<file path="src/rtl/spiflash_word_reader.sv">
// SPI NOR word reader: READ 0x03 (or FAST_READ 0x0B with SPIFLASH_FAST_READ_EN), 32-bit little-endian word.
// Latency: rvalid 128 core_clk edges after accept (144 with SPIFLASH_FAST_READ_EN), ready again 2 edges later.
// Backpressure: none downstream; req is only taken while ready=1, otherwise it is dropped.
module spiflash_word_reader (
    input  logic        core_clk,
    input  logic        core_rstn,
    input  logic        req,
    input  logic [23:0] addr,
    output logic        ready,
    output logic        rvalid,
    output logic [31:0] rdata,
    output logic        flash_csb,
    output logic        flash_clk,
    output logic        flash_io0_do,
    output logic        flash_io0_oeb,
    input  logic        flash_io1_di
);

`ifdef SPIFLASH_FAST_READ_EN
    localparam logic [7:0] CMD_BYTE = 8'h0B;
    localparam logic [6:0] LAST_BIT = 7'd71;
`else
    localparam logic [7:0] CMD_BYTE = 8'h03;
    localparam logic [6:0] LAST_BIT = 7'd63;
`endif

    localparam logic [2:0] ST_IDLE  = 3'd0;
    localparam logic [2:0] ST_CMD   = 3'd1;
    localparam logic [2:0] ST_ADDR  = 3'd2;
`ifdef SPIFLASH_FAST_READ_EN
    localparam logic [2:0] ST_DUMMY = 3'd3;
`endif
    localparam logic [2:0] ST_DATA  = 3'd4;
    localparam logic [2:0] ST_GAP   = 3'd5;

    logic [2:0]  state;
    logic [2:0]  state_nxt;
    logic [6:0]  bit_cnt;
    logic [6:0]  bit_nxt;
    logic        phase;
    logic        gap_cnt;
    logic [31:0] tx_sh;
    logic [31:0] rx_sh;
    logic [31:0] rx_nxt;

    assign bit_nxt = bit_cnt + 7'd1;
    assign rx_nxt  = {rx_sh[30:0], flash_io1_di};

    // Phase of the bit that will be driven next
    always_comb begin
        state_nxt = ST_DATA;
        if (bit_nxt < 7'd8)
            state_nxt = ST_CMD;
        else if (bit_nxt < 7'd32)
            state_nxt = ST_ADDR;
`ifdef SPIFLASH_FAST_READ_EN
        else if (bit_nxt < 7'd40)
            state_nxt = ST_DUMMY;
`endif
    end

    always_ff @(posedge core_clk) begin
        if (!core_rstn) begin
            state         <= ST_IDLE;
            bit_cnt       <= '0;
            phase         <= 1'b0;
            gap_cnt       <= 1'b0;
            tx_sh         <= '0;
            rx_sh         <= '0;
            ready         <= 1'b0;
            rvalid        <= 1'b0;
            rdata         <= '0;
            flash_csb     <= 1'b1;
            flash_clk     <= 1'b0;
            flash_io0_do  <= 1'b0;
            flash_io0_oeb <= 1'b1;
        end else begin
            rvalid <= 1'b0;
            case (state)
                ST_IDLE: begin
                    ready <= 1'b1;
                    if (req && ready) begin
                        state         <= ST_CMD;
                        bit_cnt       <= '0;
                        phase         <= 1'b0;
                        ready         <= 1'b0;
                        flash_csb     <= 1'b0;
                        flash_clk     <= 1'b0;
                        flash_io0_do  <= CMD_BYTE[7];
                        flash_io0_oeb <= 1'b0;
                        // Bit 0 goes out now; the rest queue MSB-first with addr[1:0] forced to 00
                        tx_sh         <= {CMD_BYTE[6:0], addr[23:2], addr[1:0] & 2'b00, 1'b0};
                    end
                end
                ST_GAP: begin
                    gap_cnt <= 1'b1;
                    if (gap_cnt) begin
                        state <= ST_IDLE;
                        ready <= 1'b1;
                    end
                end
                default: begin
                    if (!phase) begin
                        flash_clk <= 1'b1;
                        phase     <= 1'b1;
                    end else begin
                        flash_clk <= 1'b0;
                        phase     <= 1'b0;
                        if (state == ST_DATA)
                            rx_sh <= rx_nxt;
                        if (bit_cnt == LAST_BIT) begin
                            state         <= ST_GAP;
                            gap_cnt       <= 1'b0;
                            flash_csb     <= 1'b1;
                            flash_io0_do  <= 1'b0;
                            flash_io0_oeb <= 1'b1;
                            rvalid        <= 1'b1;
                            // First byte received lands in rdata[7:0]
                            rdata         <= {rx_nxt[7:0], rx_nxt[15:8], rx_nxt[23:16], rx_nxt[31:24]};
                        end else begin
                            bit_cnt <= bit_nxt;
                            state   <= state_nxt;
                            if (bit_nxt < 7'd32) begin
                                flash_io0_do  <= tx_sh[31];
                                flash_io0_oeb <= 1'b0;
                                tx_sh         <= {tx_sh[30:0], 1'b0};
                            end else if (state_nxt == ST_DATA) begin
                                flash_io0_do  <= 1'b0;
                                flash_io0_oeb <= 1'b1;
                            end else begin
                                flash_io0_do  <= 1'b0;
                                flash_io0_oeb <= 1'b0;
                            end
                        end
                    end
                end
            endcase
        end
    end

endmodule

</file>
<file path="config.mk">
export PLATFORM = sky130hd
export DESIGN_NAME = spiflash_word_reader
export DESIGN_NICKNAME = d
export VERILOG_FILES = /design/src/rtl/spiflash_word_reader.sv
export SDC_FILE = /design/constraint.sdc
export NUM_CORES = 1
export LEC_CHECK = 0
export BUFFER_PORTS_ARGS = -buffer_cell sky130_fd_sc_hd__buf_2
export CORE_AREA = 2 2 93 95
export CTS_CLUSTER_SIZE = 24
export DETAILED_ROUTE_END_ITERATION = 7
export DIE_AREA = 0 0 95 97
export PLACE_DENSITY = 0.81
export SLEW_MARGIN = 20
export SYNTH_ARGS = -nofsm -noshare
export SYNTH_HDL_FRONTEND = slang
export SYNTH_SLANG_ARGS = --single-unit
</file>
<file path="constraint.sdc">
create_clock -name core_clk -period 2.27 [get_ports core_clk]
set_input_delay 0.454 -clock core_clk [delete_from_list [all_inputs] [get_ports core_clk]]
set_output_delay 0.454 -clock core_clk [all_outputs]
set_load 0.02 [all_outputs]
</file>
==> flow_summary.toml, run 1 <==
[sta]
fin_skew_ns = 0.00703
tns_ns = 0
tightest_slew_ns = 0.584
min_period_over_period_pct = 91.6
setup_violations = 0
rsz0062_at_grt = "false"
slew_headroom_pct = 61.0
hold_violations = 0
finalMaxSlewViolations = 0
period_minus_slack_ns = 2.08
fmax_ghz = 0.481

[synth]
synth.distinct_cells = 43
netlist_instances = 539
async_reset_ff_share_pct = 0
yosysMostFrequentCell = "nand2_1"
synth-seq-cells = 109
synth_ff_type = "dfxtp_1"
synth_edf_count = 0
yosysSeqAreaShare_pct = 48.0
syn-mean-instance-area_um2 = 8.44
synth_top_cells_by_count = "190 x nand2_1, 109 x dfxtp_1, 45 x a21boi_0"
syn_area_um2 = 4550
syn_nets = 568
yosys.area.top_type = "dfxtp_1"
synthTopCellsByArea = "dfxtp_1 48%, nand2_1 16%, a21boi_0 7.4%"
yosysTopAreaCellShare_pct = 48.0
yosys_warnings = 0

[layout]
multi_input_area_um2 = 2170
nets = 616
insertedDiodeCount = 0
drive_above_1_share_pct = 20.8
seq_area_um2 = 2180
syn_to_final_growth_pct = 12.4
fill_cells = 713

[floorplanning]
die_x_um = 95
die-area_um2 = 9220
core_um2 = 8130
start_util_pct = 55.9
die_h_um = 97
io_pins = 66
row_count = 33

[power_and_ir_drop]
switching_share_pct = 26.1
power_density_nw_per_um2 = 673
p_sw_uw = 897
combPwrFrac_pct = 10.1
p_total_mw = 3.44
clkPwrFrac_pct = 31.3
p_leak_nw = 1.88
peakVddDrop_v = 0.000355
internal_power_mw = 2.54
pwr-share-seq_pct = 58.6

[routing]
route.met3.wl_um = 388
drt_wl_total_um = 9260
drc_errors = 0
ant_nets = 0
routed.top_layer = "met4"
first_pass_iters = 4
m1WireLength_um = 4170
vias_per_cell = 5.41
drt_iter0_markers = 150
wl_per_cell_um = 13.3
wl_met2_um = 4620
vias = 3766

[cts]
clockBufferDepth = 2
cts_resized = 0
numCtsBuffers = 9
ctsHtreeMaxLevel = 3
cts_hold_buffers = 0
cts_setup_buffers = 0
cts_tree = "done"
cts.sinks = 109
clkTransAtPathRegs_ns = 0.10
cts-root-buf = "clkbuf_8"
clock_latency_ns = 0.37

[global_routing]
grt_overflow = 0
grt_pass1_vias = 3687
grt_pass1_wl_um = 16100
antenna_found_initial = 0
grt.total_usage_pct = 21.3
grt_max_degree = 74

[placement]
gp_congestion = 0.833
port_buffers = 63
dpl.hpwl_um = 6050

[critical_path]
critical_path.startpoint_type = "register"
crit_fanout = 50
required_ns = 2.55
arrival_ns = 2.36
end_kind = "register"
critical_path_class = "reg2reg"
r2r_slack_ns = 0.19

[flow_run]
max_cap_violations = 0

[worst_hold_path]
hp-class = "in2reg"

[status]
status = "finished, final reports clean"
## critical path, stage by stage (launching register included)
cell,delay (ns)
dfxtp_1,0.41
ha_1,0.27
xnor2_1,0.14
nand4_1,0.25
a32oi_4,0.28
buf_12,0.28
nor2_1,0.09
a311oi_2,0.26
## through the flow
| step | hold WS, ns | instance area, µm² | setup slack [ns] | util, % | instances |
|---|---|---|---|---|---|
| 6_report | 0.341 | 5110 | 0.190 | 62.8 | 696 |
| 5_1_grt | 0.347 | 5110 | 0.0212 | 62.8 | 696 |
| 4_1_cts | 0.334 | 5110 | 0.169 | 62.8 | 696 |
| 3_5_place_dp | 0.446 | 4940 | 0.196 | 60.7 | 681 |
| 3_3_place_gp | 0.439 | 4940 | 0.256 | 60.7 | 681 |
| 2_1_floorplan | 0.432 | 4550 | 0.411 | - | 539 |
## power groups by stage
| stage | registers, mW | logic (mW) | clock network [mW] |
|---|---|---|---|
| final | 2.01 | 0.349 | 1.08 |
| after global routing | 2.02 | 0.386 | 1.18 |
| after CTS | 2.01 | 0.350 | 1.11 |
| after detailed placement | 2.05 | 0.350 | 0 |
| after global placement | 2.05 | 0.334 | 0 |
| after floorplan | 2.05 | 0.274 | 0 |
## logic make-up after synthesis
kind of cell    after synthesis  synth area share, %
simple gates                252                 22.5
compound gates              130                 23.9
fa+ha+maj                     1                0.275
buf+inv                      42                 4.40
flops                       109                 48.0
xor+xnor                      4                0.771
mux                           1                0.220
## state kept, by name, summed over array words and instances (netlist names)
name	flops
rdata	32
rx_sh	31
tx_sh	29
bit_cnt	7
state	3
flash_csb	1
flash_io0_do	1
flash_io0_oeb	1
gap_cnt	1
phase	1
ready	1
rvalid	1
## final timing paths
kind                startpoint  cells after the start         to
setup / recovery    bit_cnt[0]                      7  tx_sh[17]
hold / removal    flash_io1_di                      3  rdata[24]
setup reg to reg    bit_cnt[0]                      7  tx_sh[17]
hold reg to reg       rdata[1]                      2   rdata[1]
## metal layers
layer  global-route usage [%]  vias up
met3                     4.05        8
met5                        0        -
met1                     26.5     1768
met4                     7.69        0
li1                         -     1914
met2                     36.3       76
## cells in the final DEF (no fill, tap or decap), types with 3 or more instances in the layout
master and count:
o21ai_0 10, buf_2 63, dfxtp_1 109, o22ai_1 6, a311oi_2 21, or3_1 3, nand3_1 6, nor2_1 33
buf_4 12, o221a_2 4, nand2_1 190, and3_1 4, nor3_1 3, a21boi_0 45, a21oi_1 25, nor2b_1 5
clkbuf_8 10, a21boi_1 6
## layout make-up
class,instances,share of cell area (%)
Clock inverter,5,0.686
Tap cell,105,2.57
Timing Repair Buffer,77,8.72
Sequential cell,109,42.7
Inverter,2,0.147
Clock buffer,10,2.69
Multi-Input combinational cell,388,42.5
(Power assumes the default switching activity.)
==> run 2, diff against run 1 <==
--- a/config.mk
+++ b/config.mk
@@ -10,7 +10,7 @@
 export CTS_CLUSTER_SIZE = 24
 export DETAILED_ROUTE_END_ITERATION = 7
 export DIE_AREA = 0 0 95 97
-export PLACE_DENSITY = 0.81
+export PLACE_DENSITY_LB_ADDON = 0.05
 export SLEW_MARGIN = 20
 export SYNTH_ARGS = -nofsm -noshare
 export SYNTH_HDL_FRONTEND = slang
==> run 2 against run 1 <==
Compared with the run above:
- sequential share of layout area decreased by 0.32 points
- power up 3.4%
- clock skew increased by 0.0051 ns
- first-iteration DRC count down 10%
- worst setup slack got worse by 0.020 ns
- critical path depth down 1
- non-clock buffer count up 1
- largest cell class unchanged
- largest power group unchanged
- highest routed layer unchanged
==> flow_summary.toml, run 2 (same netlist as run 1, synthesis figures left out) <==
[status]
status = "finished, final reports clean"

[routing]
drc_errors = 0
ant_nets = 0
drt_wl_total_um = 9000
wl_per_cell_um = 12.9
first_pass_iters = 4
vias_per_cell = 5.34
vias = 3725
drt_iter0_markers = 135

[floorplanning]
start_util_pct = 55.9
core_um2 = 8130
io_pins = 66
die_h_um = 97
die-area_um2 = 9220
row_count = 33
die_x_um = 95

[worst_hold_path]
hp-class = "in2reg"

[sta]
fmax_ghz = 0.476
hold_violations = 0
slew_headroom_pct = 65.8
period_minus_slack_ns = 2.10
tightest_slew_ns = 0.509
min_period_over_period_pct = 92.5
tns_ns = 0
fin_skew_ns = 0.0121
finalMaxSlewViolations = 0
setup_violations = 0

[critical_path]
required_ns = 2.53
crit_fanout = 7
arrival_ns = 2.36
critical_path_class = "reg2reg"
end_kind = "register"
critical_path.startpoint_type = "register"

[cts]
ctsHtreeMaxLevel = 3
clock_latency_ns = 0.37
clkTransAtPathRegs_ns = 0.10
cts_tree = "done"
cts.sinks = 109
cts-root-buf = "clkbuf_8"
numCtsBuffers = 9
clockBufferDepth = 2

[global_routing]
grt_pass1_wl_um = 15100
grt_overflow = 0
grt.total_usage_pct = 20.1
grt_util_met3_pct = 3.27
antenna_found_initial = 0
grt_pass1_vias = 3370
grt.busiest_layer = "met2"
met2_usage_pct = 32.1
use_met1_pct = 26.8
grt_max_degree = 51

[power_and_ir_drop]
power_density_nw_per_um2 = 690
p_total_mw = 3.55
peakVddDrop_v = 0.000382
p_leak_nw = 1.90

[layout]
insertedDiodeCount = 0
nets = 617
drive_above_1_share_pct = 21.1
final_common_cell = "nand2_1"
top_register = "rdata"
syn_to_final_growth_pct = 13.2
mostFrequentLayoutCells = "190 x nand2_1, 109 x dfxtp_1, 63 x buf_2, 45 x a21boi_0, 33 x nor2_1"
top_regs = "rdata (32), rx_sh (31), tx_sh (29)"
largest_register_ffs = 32

[placement]
port_buffers = 63
gp_congestion = 0.832
dpl.hpwl_um = 5830

[flow_run]
max_cap_violations = 0
run 2: cell count changes in the layout (fill, tap and decap cells not counted), sizes merged:
cell	delta
inv	+1
clkbuf	-1
bufinv	+1
buf	+1
run 2: area by class of cell:
class,count,area (µm²)
fill,752,2990
tap,105,131
timing repair buffer,78,453
inverter,2,7.51
multi-input combinational,388,2170
clock buffer,9,124
sequential,109,2180
clock inverter,7,80.1
run 2: power by group:
group	switching, mW	total [mW]	internal [mW]
combinational	0.201	0.343	0.142
sequential	0.0419	2.01	1.97
clock	0.674	1.20	0.526
total	0.917	3.55	2.64
run 2: per-stage QoR:
step	cell area (µm²)	utilization [%]	instances	hold WS, ns	worst slack, ns
2_1_floorplan	4550	-	539	0.432	0.411
3_3_place_gp	4940	60.7	681	0.438	0.241
3_5_place_dp	4940	60.7	681	0.443	0.166
4_1_cts	5140	63.2	697	0.329	0.142
5_1_grt	5150	63.3	698	0.347	-0.00320
6_report	5150	63.3	698	0.340	0.170
run 2: path summary, 6_finish.rpt:
path,startpoint,end,slack (ns),cells after the start
min reg2reg,rdata[10],rdata[10],0.46,2
min,flash_io1_di,rx_sh[0],0.34,3
max,bit_cnt[0],bit_cnt[6],0.17,6
max reg2reg,bit_cnt[0],bit_cnt[6],0.17,6
run 2: what timing repair did:
| action | CTS | global route |
|---|---|---|
| buffers inserted | 0 | 1 |
| hold buffers | 0 | 0 |
| resized for setup | 0 | 1 |
| setup endpoints to repair | 0 | 3 |
run 2: critical path: stages (launching register included):
cell and delay (ns):
dfxtp_1 0.42, ha_1 0.28, nand3_1 0.12, or3_1 0.51, a21oi_2 0.35, nor2_1 0.09, o221a_1 0.23
run 2: per-layer routing:
layer  vias up  wire (µm)
li1       1920          -
met1      1729       4230
met2        67       4340
met3         9        304
met4         0        122
met5         -          0
==> run 3, diff against run 2 <==
--- a/config.mk
+++ b/config.mk
@@ -5,11 +5,12 @@
 export SDC_FILE = /design/constraint.sdc
 export NUM_CORES = 1
 export LEC_CHECK = 0
-export BUFFER_PORTS_ARGS = -buffer_cell sky130_fd_sc_hd__buf_2
-export CORE_AREA = 2 2 93 95
+export ABC_AREA = 1
+export BUFFER_PORTS_ARGS = -buffer_cell sky130_fd_sc_hd__clkbuf_2
+export CORE_AREA = 2 2 92 94
 export CTS_CLUSTER_SIZE = 24
 export DETAILED_ROUTE_END_ITERATION = 7
-export DIE_AREA = 0 0 95 97
+export DIE_AREA = 0 0 94 96
 export PLACE_DENSITY_LB_ADDON = 0.05
 export SLEW_MARGIN = 20
 export SYNTH_ARGS = -nofsm -noshare
==> run 3 against run 2 <==
Compared with the run above:
- via count up 2.7%
- largest power group unchanged
- clock power down 7%
- clock skew fell by 0.00082 ns
- sequential cell count unchanged
- power up 48%
- non-clock buffer count shrank 6
- sequential share of layout area is 1.8 points higher
- wire length decreased by 2.4%
- maximum frequency grew 8.0%
- final area down 4.0%
- worst hold slack lost 0.0049 ns
- highest routed layer unchanged
- combinational power rose to 5.0 times the previous value
==> flow_summary.toml, run 3 <==
[status]
status = "finished, final reports clean"

[critical_path]
end_kind = "register"
critical_path.startpoint_type = "register"
reg2reg_depth = 10
required_ns = 2.57
reg2reg_from = "bit_cnt[0]"
r2r_slack_ns = 0.33
critical_path_class = "reg2reg"
worstPathCellList = "ha_1 > nand3_1 > o21ai_1 > nand2_1 > nand2_1 > inv_2 > nor2_4 > buf_4 > nor2_1 > nor2_1"
critPathMaxStageDelay_ns = 0.40
slowest_stage = "dfxtp_1"
worstReg2RegEnd = "tx_sh[9]"
arrival_ns = 2.25
crit_fanout = 17

[worst_hold_path]
worstHoldPathCells = 3
whs_endpoint = "tx_sh[3]"
hp-class = "in2reg"
hold_path_startpoint = "addr[2]"

[power_and_ir_drop]
p_leak_nw = 2.34
combPwrFrac_pct = 32.5
internal_power_mw = 3.30
peakVddDrop_v = 0.000404
p_sw_mw = 1.98
pwr-share-seq_pct = 46.4
power_density_nw_per_um2 = 1070
clkPwrFrac_pct = 21.2
switching_share_pct = 37.5

[synth]
yosysTopAreaCellShare_pct = 49.7
async_reset_ff_share_pct = 0
synth_ff_type = "dfxtp_1"
syn_area_um2 = 4390
yosysSeqAreaShare_pct = 49.7
netlist_instances = 619
yosys.area.top_type = "dfxtp_1"
synth_top_cells_by_count = "195 x nor2_1, 110 x nand2_1, 109 x dfxtp_1"
synthTopCellsByArea = "dfxtp_1 50%, nor2_1 17%, nand2_1 9.4%"
yosysMostFrequentCell = "nor2_1"
yosys_warnings = 0
synth.distinct_cells = 24
syn_nets = 648
syn-mean-instance-area_um2 = 7.09
synth-seq-cells = 109
synth_edf_count = 0

[routing]
drt_iter0_markers = 110
wl_per_cell_um = 11.3
drc_errors = 0
first_pass_iters = 4
vias = 3824
vias_per_cell = 4.92
drt_wl_total_um = 8780
ant_nets = 0

[floorplanning]
die_h_um = 96
start_util_pct = 54.5
io_pins = 66
row_count = 33
die_x_um = 94
core_um2 = 8050
die-area_um2 = 9020

[sta]
fin_skew_ns = 0.0113
hold_violations = 0
finalMaxSlewViolations = 0
setup_violations = 0
min_period_over_period_pct = 85.6
tightest_slew_ns = 0.938
rsz0062_at_grt = "false"
period_minus_slack_ns = 1.94
slew_headroom_pct = 37.4
fmax_ghz = 0.514
tns_ns = 0

[global_routing]
grt_overflow = 0
grt_pass1_vias = 3502
grt_pass1_wl_um = 15000
grt.total_usage_pct = 20.6
grt_max_degree = 41
antenna_found_initial = 0

[cts]
cts_setup_buffers = 0
cts_tree = "done"
clkTransAtPathRegs_ns = 0.10
cts-root-buf = "clkbuf_8"
cts_hold_buffers = 0
clockBufferDepth = 2
cts_resized = 0
ctsHtreeMaxLevel = 3
numCtsBuffers = 9
cts.sinks = 109
clock_latency_ns = 0.36

[layout]
top_register = "rdata"
final_common_cell = "nor2_1"
final_util_pct = 61.4
largest_register_ffs = 32
mostFrequentLayoutCells = "195 x nor2_1, 110 x nand2_1, 109 x dfxtp_1, 65 x o21ai_0, 63 x clkbuf_2"
syn_to_final_growth_pct = 12.6
nets = 696
fill_cells = 765
insertedDiodeCount = 0
drive_above_1_share_pct = 16.7
top_regs = "rdata (32), rx_sh (31), tx_sh (29)"

[placement]
port_buffers = 63
gp_congestion = 0.849
dpl.hpwl_um = 5700

[flow_run]
max_cap_violations = 0
run 3: changes by cell type after synthesis, moves of 12 or more:
| cell | delta |
|---|---|
| a21boi_0 | -45 |
| a311oi_2 | -21 |
| inv_1 | +12 |
| nand2_1 | -80 |
| nor2_1 | +162 |
| o21ai_0 | +55 |
| o21ai_1 | +30 |
run 3: logic make-up (layout without fill, tap and decap cells):
kind of cell | Yosys count | in the layout | synth area share (%)
AO/OA/AOI/OAI | 117 | 117 | 13.4
XOR/XNOR | 1 | 1 | 0.200
adder cells (fa/ha/maj) | 1 | 1 | 0.285
buffers and inverters | 59 | 112 | 6.08
flip-flops | 109 | 109 | 49.7
AND/OR/NAND/NOR | 332 | 332 | 30.3
run 3: stage by stage:
stage,instances,hold WS (ns),worst slack [ns],cell area [µm²],power (mW)
3_5_place_dp,761,0.457,0.350,4750,4.20
3_3_place_gp,761,0.448,0.374,4750,4.16
5_1_grt,777,0.335,0.0846,4940,5.72
2_1_floorplan,619,0.446,0.720,4390,3.86
4_1_cts,777,0.317,0.317,4940,5.33
6_report,777,0.335,0.326,4940,5.28
run 3: layout make-up:
cell class                 instances  area, µm²  share of cell area [%]
tap                              105        131                    2.66
multi-input combinational        451       1940                    39.2
timing repair buffer              72        408                    8.26
clock buffer                      10        138                    2.79
clock inverter                     6       53.8                    1.09
inverter                          24       90.1                    1.82
sequential                       109       2180                    44.2
run 3: worst max path at each step:
stage                     slack (ns)         to        from
after floorplan                 0.72  tx_sh[28]  bit_cnt[0]
after global placement          0.37  tx_sh[27]  bit_cnt[0]
after detailed placement        0.35   tx_sh[9]  bit_cnt[0]
after CTS                       0.32   tx_sh[9]  bit_cnt[0]
after global routing            0.08   tx_sh[9]  bit_cnt[0]
final                           0.33   tx_sh[9]  bit_cnt[0]
run 3: power groups by stage:
stage | clock network (mW) | registers, mW | logic [mW]
3_5_place_dp | 0 | 2.49 | 1.71
5_1_grt | 1.23 | 2.49 | 2.00
4_1_cts | 1.16 | 2.45 | 1.72
6_report | 1.12 | 2.45 | 1.71
2_1_floorplan | 0 | 2.48 | 1.38
3_3_place_gp | 0 | 2.48 | 1.68
run 3: metal layers:
layer / up-vias / track usage [%] / wire (µm)
met5: - / 0 / 0
met4: 0 / 6.88 / 112
met3: 11 / 3.84 / 382
met2: 78 / 36.3 / 4130
met1: 1683 / 25.5 / 4150
li1: 2052 / - / -
run 3: critical path: cells and delay by family (launching register included):
kind,cells,cell delay (ns)
compound gates,1,0.14
fa+ha+maj,1,0.27
buf+inv,2,0.30
flops,1,0.40
simple gates,6,0.78
